**src/rtl/alu_exec_unit.sv**
```systemverilog
// Multi-cycle ALU execute unit with a valid/ready handshake on each side.
// Logic ops finish in one cycle; shifts step one bit per clock.
module alu_exec_unit #(
  parameter int XLEN = 32
) (
  input  logic            clk,
  input  logic            reset_n,
  input  logic            in_valid,
  output logic            in_ready,
  input  logic [3:0]      alu_ctrl,
  input  logic [XLEN-1:0] op_a,
  input  logic [XLEN-1:0] op_b,
  output logic            out_valid,
  input  logic            out_ready,
  output logic [XLEN-1:0] result,
  output logic            zero,
  output logic            illegal
);

  localparam int SHW = $clog2(XLEN);

  localparam logic [1:0] S_IDLE  = 2'd0;
  localparam logic [1:0] S_SHIFT = 2'd1;
  localparam logic [1:0] S_DONE  = 2'd2;

  logic [1:0]      state_q, state_d;
  logic [XLEN-1:0] acc_q, acc_d;
  logic [SHW-1:0]  cnt_q, cnt_d;
  logic            left_q, left_d;
  logic [XLEN-1:0] result_q, result_d;
  logic            zero_q, zero_d;
  logic            illegal_q, illegal_d;

  logic            is_sll, is_sub, is_add;
  logic            is_xor, is_srl, is_or, is_and;
  logic [SHW-1:0]  shamt;
  logic [XLEN-1:0] acc_sh;

  assign is_sll = (alu_ctrl == 4'b0001);
  assign is_sub = (alu_ctrl == 4'b0010);
  assign is_add = (alu_ctrl == 4'b0011);
  assign is_xor = (alu_ctrl == 4'b0110);
  assign is_srl = (alu_ctrl == 4'b0111);
  assign is_or  = (alu_ctrl == 4'b1001);
  assign is_and = (alu_ctrl == 4'b1010);

  assign shamt  = op_b[SHW-1:0];
  assign acc_sh = left_q ? (acc_q << 1)
                         : (acc_q >> 1);

  always_comb begin
    state_d   = state_q;
    acc_d     = acc_q;
    cnt_d     = cnt_q;
    left_d    = left_q;
    result_d  = result_q;
    zero_d    = zero_q;
    illegal_d = illegal_q;
    unique case (state_q)
      S_IDLE: begin
        if (in_valid) begin
          state_d   = S_DONE;
          illegal_d = 1'b0;
          unique case (1'b1)
            is_add: result_d = op_a + op_b;
            is_sub: result_d = op_a - op_b;
            is_xor: result_d = op_a ^ op_b;
            is_or:  result_d = op_a | op_b;
            is_and: result_d = op_a & op_b;
            is_sll, is_srl: begin
              if (shamt == '0) begin
                result_d = op_a;
              end else begin
                state_d = S_SHIFT;
                acc_d   = op_a;
                cnt_d   = shamt;
                left_d  = is_sll;
              end
            end
            default: begin
              result_d  = '0;
              illegal_d = 1'b1;
            end
          endcase
        end
      end
      S_SHIFT: begin
        acc_d = acc_sh;
        cnt_d = cnt_q - SHW'(1);
        if (cnt_q == SHW'(1)) begin
          state_d  = S_DONE;
          result_d = acc_sh;
        end
      end
      S_DONE: begin
        if (out_ready) state_d = S_IDLE;
      end
      default: state_d = S_IDLE;
    endcase
    // zero is captured together with the result it describes
    if (state_d == S_DONE && state_q != S_DONE)
      zero_d = (result_d == '0);
  end

  always_ff @(posedge clk or negedge reset_n) begin
    if (!reset_n) begin
      state_q   <= S_IDLE;
      acc_q     <= '0;
      cnt_q     <= '0;
      left_q    <= 1'b0;
      result_q  <= '0;
      zero_q    <= 1'b0;
      illegal_q <= 1'b0;
    end else begin
      state_q   <= state_d;
      acc_q     <= acc_d;
      cnt_q     <= cnt_d;
      left_q    <= left_d;
      result_q  <= result_d;
      zero_q    <= zero_d;
      illegal_q <= illegal_d;
    end
  end

  assign in_ready  = (state_q == S_IDLE);
  assign out_valid = (state_q == S_DONE);
  assign result    = result_q;
  assign zero      = zero_q;
  assign illegal   = illegal_q;

endmodule

```
**config.mk**
```make
export PLATFORM = sky130hd
export DESIGN_NAME = alu_exec_unit
export DESIGN_NICKNAME = d
export VERILOG_FILES = /design/src/rtl/alu_exec_unit.sv
export SDC_FILE = /design/constraint.sdc
export NUM_CORES = 1
export LEC_CHECK = 0
export ABC_AREA = 1
export CELL_PAD_IN_SITES_DETAIL_PLACEMENT = 1
export CELL_PAD_IN_SITES_GLOBAL_PLACEMENT = 2
export CORE_AREA = 2 2 185 187
export DETAILED_ROUTE_END_ITERATION = 6
export DIE_AREA = 0 0 187 189
export HOLD_SLACK_MARGIN = 0.06
export PLACE_DENSITY_LB_ADDON = 0.1
export SLEW_MARGIN = 10
export SYNTH_ARGS = -nofsm -noshare
export SYNTH_HDL_FRONTEND = slang
export SYNTH_SLANG_ARGS = --single-unit
```
**constraint.sdc**
```tcl
create_clock -name clk -period 2.8 [get_ports clk]
set_clock_uncertainty 0.1 [all_clocks]
set_input_delay 0.56 -clock clk [delete_from_list [all_inputs] [get_ports clk]]
set_output_delay 0.56 -clock clk [all_outputs]
set_load 0.02 [all_outputs]
```
**Yosys cells after proc, flatten, opt, wreduce, memory -nomap -nowiden**

Index checks and enable logic that the tools add are counted.

- Word-level logic and storage cells: 60
- Output and inout bits: 36
- Input port bits: 72
- Register bits: 74

- $add $sub $neg: 3
- Muxes and demuxes: 21
- Equality and inequality tests: 15
- Bitwise logic cells: 4
- Reductions and logical operators: 10

Operators by type and width:

| kind | number |
|---|---|
| 2-to-1 mux 32 bit | 7 |
| case mux 32 bit (6 select lines) | 1 |
| case mux 32 bit (2 select lines) | 2 |
| adder 32 bit | 1 |
| bitwise AND 32 bit | 1 |
| logical NOT 32 bit | 1 |
| OR 32 bit | 1 |
| subtractor 32 bit | 1 |
| bitwise XOR 32 bit | 1 |
| 2-to-1 mux 5 bit | 3 |
| 2-to-1 mux 2 bit | 5 |
| case mux 5 bit (2 select lines) | 1 |
| equality test 4 x 2 -> 1 bit (second input constant) | 2 |
| equality test 4 x 3 -> 1 bit (second input constant) | 2 |
| equality test 4 bit (second input constant) | 2 |
| AND reduction 4 bit | 2 |
| OR reduction 7 bit | 1 |
| != test 2 bit (second input constant) | 3 |
| case mux 2 bit (3 select lines) | 1 |
| equality test 5 x 1 -> 1 bit (second input constant) | 1 |
| logical NOT 5 bit | 1 |
| subtractor 5 x 1 -> 5 bit (second input constant) | 1 |
| equality test 2 bit (second input constant) | 2 |
| equality test 4 x 1 -> 1 bit (second input constant) | 1 |
| other kinds (9) | 9 |

**Longest topological paths before layout**

Gate-level depths: netlist (run 1).

- Word-level depth: 7
- Gate-level depth with buffers: 32
- Gate-level depth less buffers: 32

**Worst setup path after synthesis (run 1)**

Ideal clock, no wire load.

- Kind: in2reg
- From: in op_b[1]
- To: reg zero_q (netlist: zero)
- Arrival time: 3.549 ns
- Stages on the path: 31
- Setup time: 0.065 ns
- Data required time: 2.635 ns
- Path slack: -0.913 ns
- Cells stage by stage: inv_1 -> ha_1 -> nand3_1 -> nor3_2 -> nand3_1 -> nor3_2 -> nand2_1 -> nor2_2 -> nand2_1 -> o31ai_2 -> o21ai_1 -> xor2_1 -> ha_1 -> inv_1 -> nor3_1 -> nand2_1 -> nor2_1 -> nand2_1 -> nand2_1 -> nand2_1 -> nand3_1 -> nand2_1 -> nand2_1 -> nand2_1 -> nand2_1 -> nand2_1 -> inv_2 -> nand2_1 -> nor2_1 -> nand3_1 -> nand2_1

- Word-level cells in the longest chain between the ends: 7

RTL lines:

| what | RTL line | RTL |
|---|---|---|
| start: declaration | 12 | `input logic [XLEN-1:0] op_b,` |
| branches (longest 7 deep; another with subtractor 32 bit) | -- |  |
| end signal: assignment | 120 | `zero_q <= zero_d;` |
| end: declaration | 31 | `logic zero_q, zero_d;` |

Several ways; the timed one is not identified.
A chain may end at the register's enable or synchronous reset.

**Worst setup path in the final report (run 1)**

- From: in op_b[1]
- To: reg zero_q (netlist: zero)

RTL lines:

| what | RTL line | RTL |
|---|---|---|
| branches (longest 2 deep; another with subtractor 32 bit) | -- |  |
| case mux 32 bit (6 select lines) * | 64 | `unique case (1'b1)` |
| 2-to-1 mux 32 bit * | 61 | `if (in_valid) begin` |
| case mux 32 bit (2 select lines) * | 59 | `unique case (state_q)` |
| net result_d[31] | 30 | `logic [XLEN-1:0] result_q, result_d;` |
| logical NOT 32 bit * | 102 | `zero_d = (result_d == '0);` |

Mark *: on every way through the listed nets, which the timed path passes.

==> flow_metrics.py, run 1 <==
metrics = {
    "place": {
        "portBuffers": 107,
        "place_ws_ns": -2.18,
        "place_congestion": 0.919,
        "placed_area_mm2": 0.0142,
        "post-dp-hpwl_mm": 40.2,
        "dp_cells": 2546,
    },
    "timing": {
        "slew_viol_final": 0,
        "max_slew_margin_pct": 55.2,
        "max_freq_ghz": 0.235,
        "period_share_pct": 152,
        "report.final.hold_viol_count": 0,
        "final.min_clock_period_ns": 4.25,
        "hold_ws_ns": 0.135,
        "setup_viol": 28,
        "layout_setup_ws_ns": -1.45,
        "rsz0062_at_grt": "true",
        "worst_pin_slew_ns": 0.673,
    },
    "floorplan": {
        "fp.coreArea_mm2": 0.0333,
        "initial_core_util_pct": 30.6,
        "dieArea_mm2": 0.0353,
        "num_io_pins": 108,
        "rows": 67,
        "die_w_um": 187,
        "die_h_um": 189,
    },
    "synthesis": {
        "synthCells": 1726,
        "synth_flop_cell": "dfrtp_1",
        "syn_avg_cell_area_um2": 5.90,
        "ys_async_sr_fraction_pct": 100,
        "synth_top_cell_area_share_pct": 18.2,
        "ys_top_cells_by_area": "nand2_1, dfrtp_1, ha_1",
        "postSynthNetCount": 1898,
        "synth_edf_count": 0,
        "yosys_warnings": 0,
        "syn-cell-area_mm2": 0.0102,
        "synth_seq_area_share_pct": 18.2,
        "yosys.area.top_type": "nand2_1",
        "synth.distinct_cells": 51,
        "ys_ff_latch": 74,
    },
    "routing": {
        "drt_iter0_drc": 788,
        "drc": 0,
        "dr_total_vias": 12900,
        "avgViaCountPerCell": 4.93,
        "postRouteAntennaNets": 0,
        "wl_mm": 50.4,
        "wire_per_inst_um": 19.3,
        "dr.pass1.iters": 5,
    },
    "cts": {
        "cts-root-buf": "clkbuf_16",
        "hold_buffers": 0,
        "htree_levels": 3,
        "clk_latency_ns": 0.35,
        "clk_pin_slew_worst_paths_ns": 0.06,
        "cts_buffer_depth": 2,
        "cts_tree": "yes",
        "clock-sinks": 74,
        "cts_made_buffers": 9,
    },
    "min_path": {
        "min_path_type": "input pin to async pin",
    },
    "critical_path": {
        "cp_data_required_time_ns": 2.94,
        "worstSetupEndpointType": "flip-flop",
        "critical_path_class": "input pin to flip-flop",
        "crit_buf_inv": 7,
        "crit_top_cell": "nand2_2",
        "crit_slowest_cell": "ha_1",
        "critPathTopFamily": "simple AND/OR/NAND/NOR gates",
        "cp_max_fo": 3,
        "critPathArrivalTime_ns": 4.39,
        "slowest_delay_ns": 0.33,
        "cp-start-kind": "input pin",
    },
    "status": {
        "status": "finished, violations left",
        "violations": "negative setup slack",
    },
    "power": {
        "cellLeakagePower_nw": 8.37,
        "power_density_mw_per_mm2": 528,
        "ir_worst_vdd_uv": 428,
    },
    "finish": {
        "fin_cells": 2611,
        "nets": 2330,
        "num_antenna_cells": 0,
        "drive_gt1_share_pct": 33.5,
        "fin_area_mm2": 0.0163,
        "area_growth_pct": 60.3,
    },
    "global_routing": {
        "grt_pass1_vias": 13400,
        "grt_usage_pct": 27.6,
        "overflow": 0,
        "antenna_found_initial": 0,
        "grt_max_degree": 53,
        "grt_pass1_wl_mm": 76.0,
    },
    "run": {
        "maxCapViolations": 0,
    },
}
area by class of cell:
cell class / instances / area, µm²
clock buffer: 10 / 239
clock inverter: 6 / 66.3
fill: 4336 / 17000
inverter: 326 / 1260
multi-input combinational: 1261 / 8180
sequential: 74 / 1850
tap: 448 / 561
timing repair buffer: 486 / 4170
cell usage in the layout, fill, tap and decap left out, types with 7 or more instances in the layout:
master           netlist  routed
a211oi_1              20      20
a21oi_1               76      53
a21oi_2                2      16
a21oi_4                1      10
a22oi_1               23      23
a311oi_1               8       8
a31oi_1                8       8
buf_12                 0      13
buf_4                  6     341
buf_6                  2      27
clkbuf_16              0       9
clkdlybuf4s50_1        0      90
dfrtp_1               74      74
dlygate4sd2_1          0      10
ha_1                  99      84
ha_4                   0      12
inv_1                312     285
inv_2                 12      35
nand2_1              494     369
nand2_2                9     110
nand2_4                1      23
nand3_1              118      76
nand3_2                0      31
nand3_4                0      11
nand3b_1              13      13
nand4_1                9       9
nor2_1               122      92
nor2_2                 6      18
nor2_4                 2      20
o21ai_0              148     142
o21ai_1               11       8
o221ai_1               7       7
o22ai_1               11      11
xor2_1                29      28
cell usage after synthesis (3+ instances only):
master / number
a31oi_1: 8
nor2_2: 6
a311oi_1: 8
buf_1: 3
xor2_1: 29
inv_2: 12
o211ai_1: 6
inv_1: 312
o221ai_1: 7
nand3b_1: 13
or2_1: 3
and2_1: 3
or2_2: 3
dfrtp_1: 74
a21oi_1: 76
buf_4: 6
nand2_2: 9
ha_1: 99
buf_2: 25
o21ai_1: 11
nand2_1: 494
a22oi_1: 23
o22ai_1: 11
a211oi_1: 20
nand4_1: 9
nor3_2: 3
nand3_1: 118
o21ai_0: 148
nor2_1: 122
nor3_1: 9
clkbuf_1: 29
worst paths after layout:
check,to,start,slack [ns],cells after the start
hold / removal,acc_q[19],reset_n,0.14,1
setup / recovery,zero,op_b[1],-1.45,32
setup reg to reg,zero,cnt_q[1],0.21,16
hold reg to reg,acc_q[0],acc_q[0],0.41,2
max in group asynchronous,acc_q[28],reset_n,1.87,2
min in group clk,acc_q[0],acc_q[0],0.41,2
layer usage:
| layer | GRT usage, % | vias to the layer above | routed length, µm |
|---|---|---|---|
| li1 | - | 6365 | - |
| met1 | 39.7 | 6286 | 25000 |
| met2 | 45.0 | 183 | 23200 |
| met3 | 2.56 | 44 | 1370 |
| met4 | 5.80 | 0 | 790 |
| met5 | 0 | - | 0 |
through the flow:
stage / TNS [ns] / power [mW] / util (%)
CTS: -20.49 / 8.30 / 46.7
global placement: -58.33 / 6.60 / 42.8
global route: -27.68 / 9.29 / 49.1
finish: -22.61 / 8.62 / 49.1
detailed placement: -61.83 / 6.70 / 42.8
floorplan: -7.35 / 4.34 / -
timing repair:
item                                    4_1_cts  5_1_grt
endpoints found under the setup margin       57       31
resized for setup                           233      179
pin swaps                                    71       92
buffers inserted                             30       22
flip-flops by register name, summed over array words and instances, names as in the netlist:
name	flops
acc_q	32
result	32
state_q	2
cnt_q	5
left_q	1
zero	1
illegal	1
worst reg2reg max path, stage by stage (launching register included):
cell     delay, ns
dfrtp_1       0.36
inv_1         0.10
ha_1          0.17
nand2_2       0.09
nor2_8        0.23
inv_4         0.10
nand2_4       0.29
nand2_1       0.14
o21ai_0       0.10
nand2_1       0.09
nor2_2        0.12
nand3_1       0.10
nor2_1        0.12
nand4_1       0.14
nor2_1        0.15
nand3_1       0.08
nand2_1       0.06
logic make-up (layout without fill, tap and decap cells):
logic type | after synthesis | count (layout) | synth area share [%]
flip-flops | 74 | 74 | 18.2
XOR/XNOR | 31 | 31 | 2.67
AO/OA/AOI/OAI | 329 | 329 | 18.6
buffers and inverters | 391 | 828 | 15.1
AND/OR/NAND/NOR | 801 | 801 | 33.1
adder cells (fa/ha/maj) | 100 | 100 | 12.4
power breakdown:
part	leakage, nW	switching [mW]	internal (mW)
Combinational	7.31	3.14	2.30
Sequential	0.923	0.421	1.54
Clock	0.141	0.500	0.715
Note: power is estimated with default switching activity, not from simulation.
==> run 2: changes to the inputs <==
- clock period: 2.8 -> 4.35 ns (I/O delays scaled with it)
==> flow_metrics.py, run 2 (synthesis results as in run 1) <==
metrics = {
    "status": {
        "status": "complete, no violations",
    },
    "critical_path": {
        "reg2reg_from": "left_q",
        "rr_endpoint": "zero",
        "reg2regPathDepth": 14,
        "slowest_delay_ns": 0.40,
        "critical_path_class": "input pin to flip-flop",
        "critPathTopFamily": "simple AND/OR/NAND/NOR gates",
        "crit_buf_inv": 9,
        "cp-start-kind": "input pin",
        "ff2ff_setup_slack_ns": 1.39,
        "cp_data_required_time_ns": 4.49,
        "cp_max_fo": 4,
        "critPathArrivalTime_ns": 4.44,
        "worstSetupEndpointType": "flip-flop",
        "crit_slowest_cell": "ha_2",
    },
    "global_routing": {
        "antenna_found_initial": 1,
        "overflow": 0,
        "grt_pass1_vias": 12500,
        "grt_pass1_wl_mm": 73.1,
        "grt_usage_pct": 26.8,
        "grt_max_degree": 75,
    },
    "power": {
        "power_density_mw_per_mm2": 363,
        "cellLeakagePower_nw": 7.44,
        "ir_worst_vdd_uv": 294,
    },
    "timing": {
        "report.final.hold_viol_count": 0,
        "max_slew_margin_pct": 27.8,
        "period_share_pct": 98.9,
        "setup_viol": 0,
        "worst_pin_slew_ns": 1.08,
        "slew_viol_final": 0,
        "final.min_clock_period_ns": 4.30,
        "rsz0062_at_grt": "true",
        "max_freq_ghz": 0.232,
    },
    "floorplan": {
        "rows": 67,
        "dieArea_mm2": 0.0353,
        "fp.coreArea_mm2": 0.0333,
        "die_w_um": 187,
        "initial_core_util_pct": 30.6,
        "die_h_um": 189,
        "num_io_pins": 108,
    },
    "min_path": {
        "holdPathEnd": "acc_q[0]",
        "hold_depth": 2,
        "min_path_type": "flip-flop to flip-flop",
        "min_from": "acc_q[0]",
    },
    "routing": {
        "wire_per_inst_um": 19.3,
        "avgViaCountPerCell": 4.95,
        "wl_mm": 47.4,
        "postRouteAntennaNets": 0,
        "drc": 0,
        "drt_iter0_drc": 736,
        "dr_total_vias": 12200,
        "dr.pass1.iters": 5,
    },
    "cts": {
        "clk_pin_slew_worst_paths_ns": 0.06,
        "clock-sinks": 74,
        "clk_latency_ns": 0.35,
        "cts-root-buf": "clkbuf_16",
        "cts_made_buffers": 9,
        "htree_levels": 3,
        "cts_buffer_depth": 2,
        "hold_buffers": 0,
        "cts_tree": "yes",
    },
    "finish": {
        "drive_gt1_share_pct": 20.5,
        "fillCellCount": 4488,
        "fin_area_mm2": 0.0142,
        "area_growth_pct": 39.0,
        "fin_cells": 2459,
        "nets": 2178,
        "num_antenna_cells": 0,
        "final_common_cell": "nand2_1",
        "layout_common_cells": "nand2_1, inv_1, buf_4, o21ai_0, nor2_1",
    },
    "place": {
        "place_congestion": 0.911,
        "dp_cells": 2416,
        "post-dp-hpwl_mm": 38.9,
        "placed_area_mm2": 0.0130,
        "portBuffers": 107,
    },
    "run": {
        "maxCapViolations": 0,
    },
}
run 2: changes by cell type in the layout (fill, tap and decap cells not counted), sizes merged, moves of 3 or more:
cell | previous run | this run
dlygate4sd2 | 10 | 1
buf | 382 | 231
clkdlybuf4s50 | 90 | 93
dlymetal6s2s | 1 | 5
run 2: what timing repair did:
item                                    in CTS  in global routing
pin swaps                                   44                 43
buffers inserted                            22                  5
resized for setup                          100                 89
endpoints found under the setup margin      22                 16
run 2: how the worst max path moves through the flow:
| stage | slack (ns) | cells after the start | from | end |
|---|---|---|---|---|
| 4_1_cts | -0.12 | 30 | op_b[1] | zero |
| 5_1_grt | -0.21 | 34 | op_b[0] | zero |
| 6_report | 0.05 | 29 | op_b[0] | zero |
| 3_5_place_dp | -1.22 | 28 | op_b[0] | zero |
| 3_3_place_gp | -1.08 | 31 | op_b[0] | zero |
| 2_1_floorplan | 0.33 | 31 | op_b[1] | zero |
run 2: area by class of cell:
type / count / area (µm²) / area share (%)
Tap cell: 448 / 561 / 3.96
Clock buffer: 9 / 225 / 1.59
Inverter: 326 / 1240 / 8.77
Timing Repair Buffer: 334 / 2830 / 20.0
Clock inverter: 7 / 93.8 / 0.663
Multi-Input combinational cell: 1261 / 7360 / 52.0
Sequential cell: 74 / 1850 / 13.1
run 2: power by group:
| part | leakage, nW | total, mW | switching [mW] | internal (mW) |
|---|---|---|---|---|
| clock network | 0.151 | 0.825 | 0.323 | 0.501 |
| logic | 6.37 | 3.05 | 1.83 | 1.23 |
| registers | 0.923 | 1.26 | 0.272 | 0.992 |
| total | 7.44 | 5.14 | 2.42 | 2.72 |
run 2: metrics by stage:
step	utilization (%)	power, mW	hold WS (ns)	setup TNS (ns)	setup WS (ns)
after floorplan	-	2.78	0.353	0	0.327
after global placement	39.2	4.11	0.371	-12.79	-1.08
after detailed placement	39.2	4.16	0.376	-15.36	-1.22
after CTS	41.5	5.09	0.390	-0.118	-0.118
after global routing	42.5	5.56	0.437	-0.290	-0.213
final	42.5	5.14	0.396	0	0.0488
run 2: layer usage:
| layer | share of wire, % | up-vias | global-route usage [%] | wire length [µm] |
|---|---|---|---|---|
| li1 | - | 6059 | - | - |
| met1 | 52 | 5916 | 40.2 | 24700 |
| met2 | 44 | 163 | 42.7 | 21000 |
| met3 | 2.1 | 33 | 1.33 | 1020 |
| met4 | 1.3 | 0 | 4.67 | 630 |
| met5 | 0 | - | 0 | 0 |
run 2: worst register-to-register path: cells and delay by family, from the launching register on:
| kind | cells | cell delay, ns |
|---|---|---|
| buffers and inverters | 2 | 1.13 |
| and+or+nand+nor | 8 | 0.72 |
| AOI/OAI and AO/OA | 4 | 0.56 |
| DFF | 1 | 0.39 |
==> run 3: changes to the inputs <==
- HOLD_SLACK_MARGIN: 0.06 -> unset
==> results of run 3 <==
No change in the layout: final DEF, timing and power equal those of run 2.
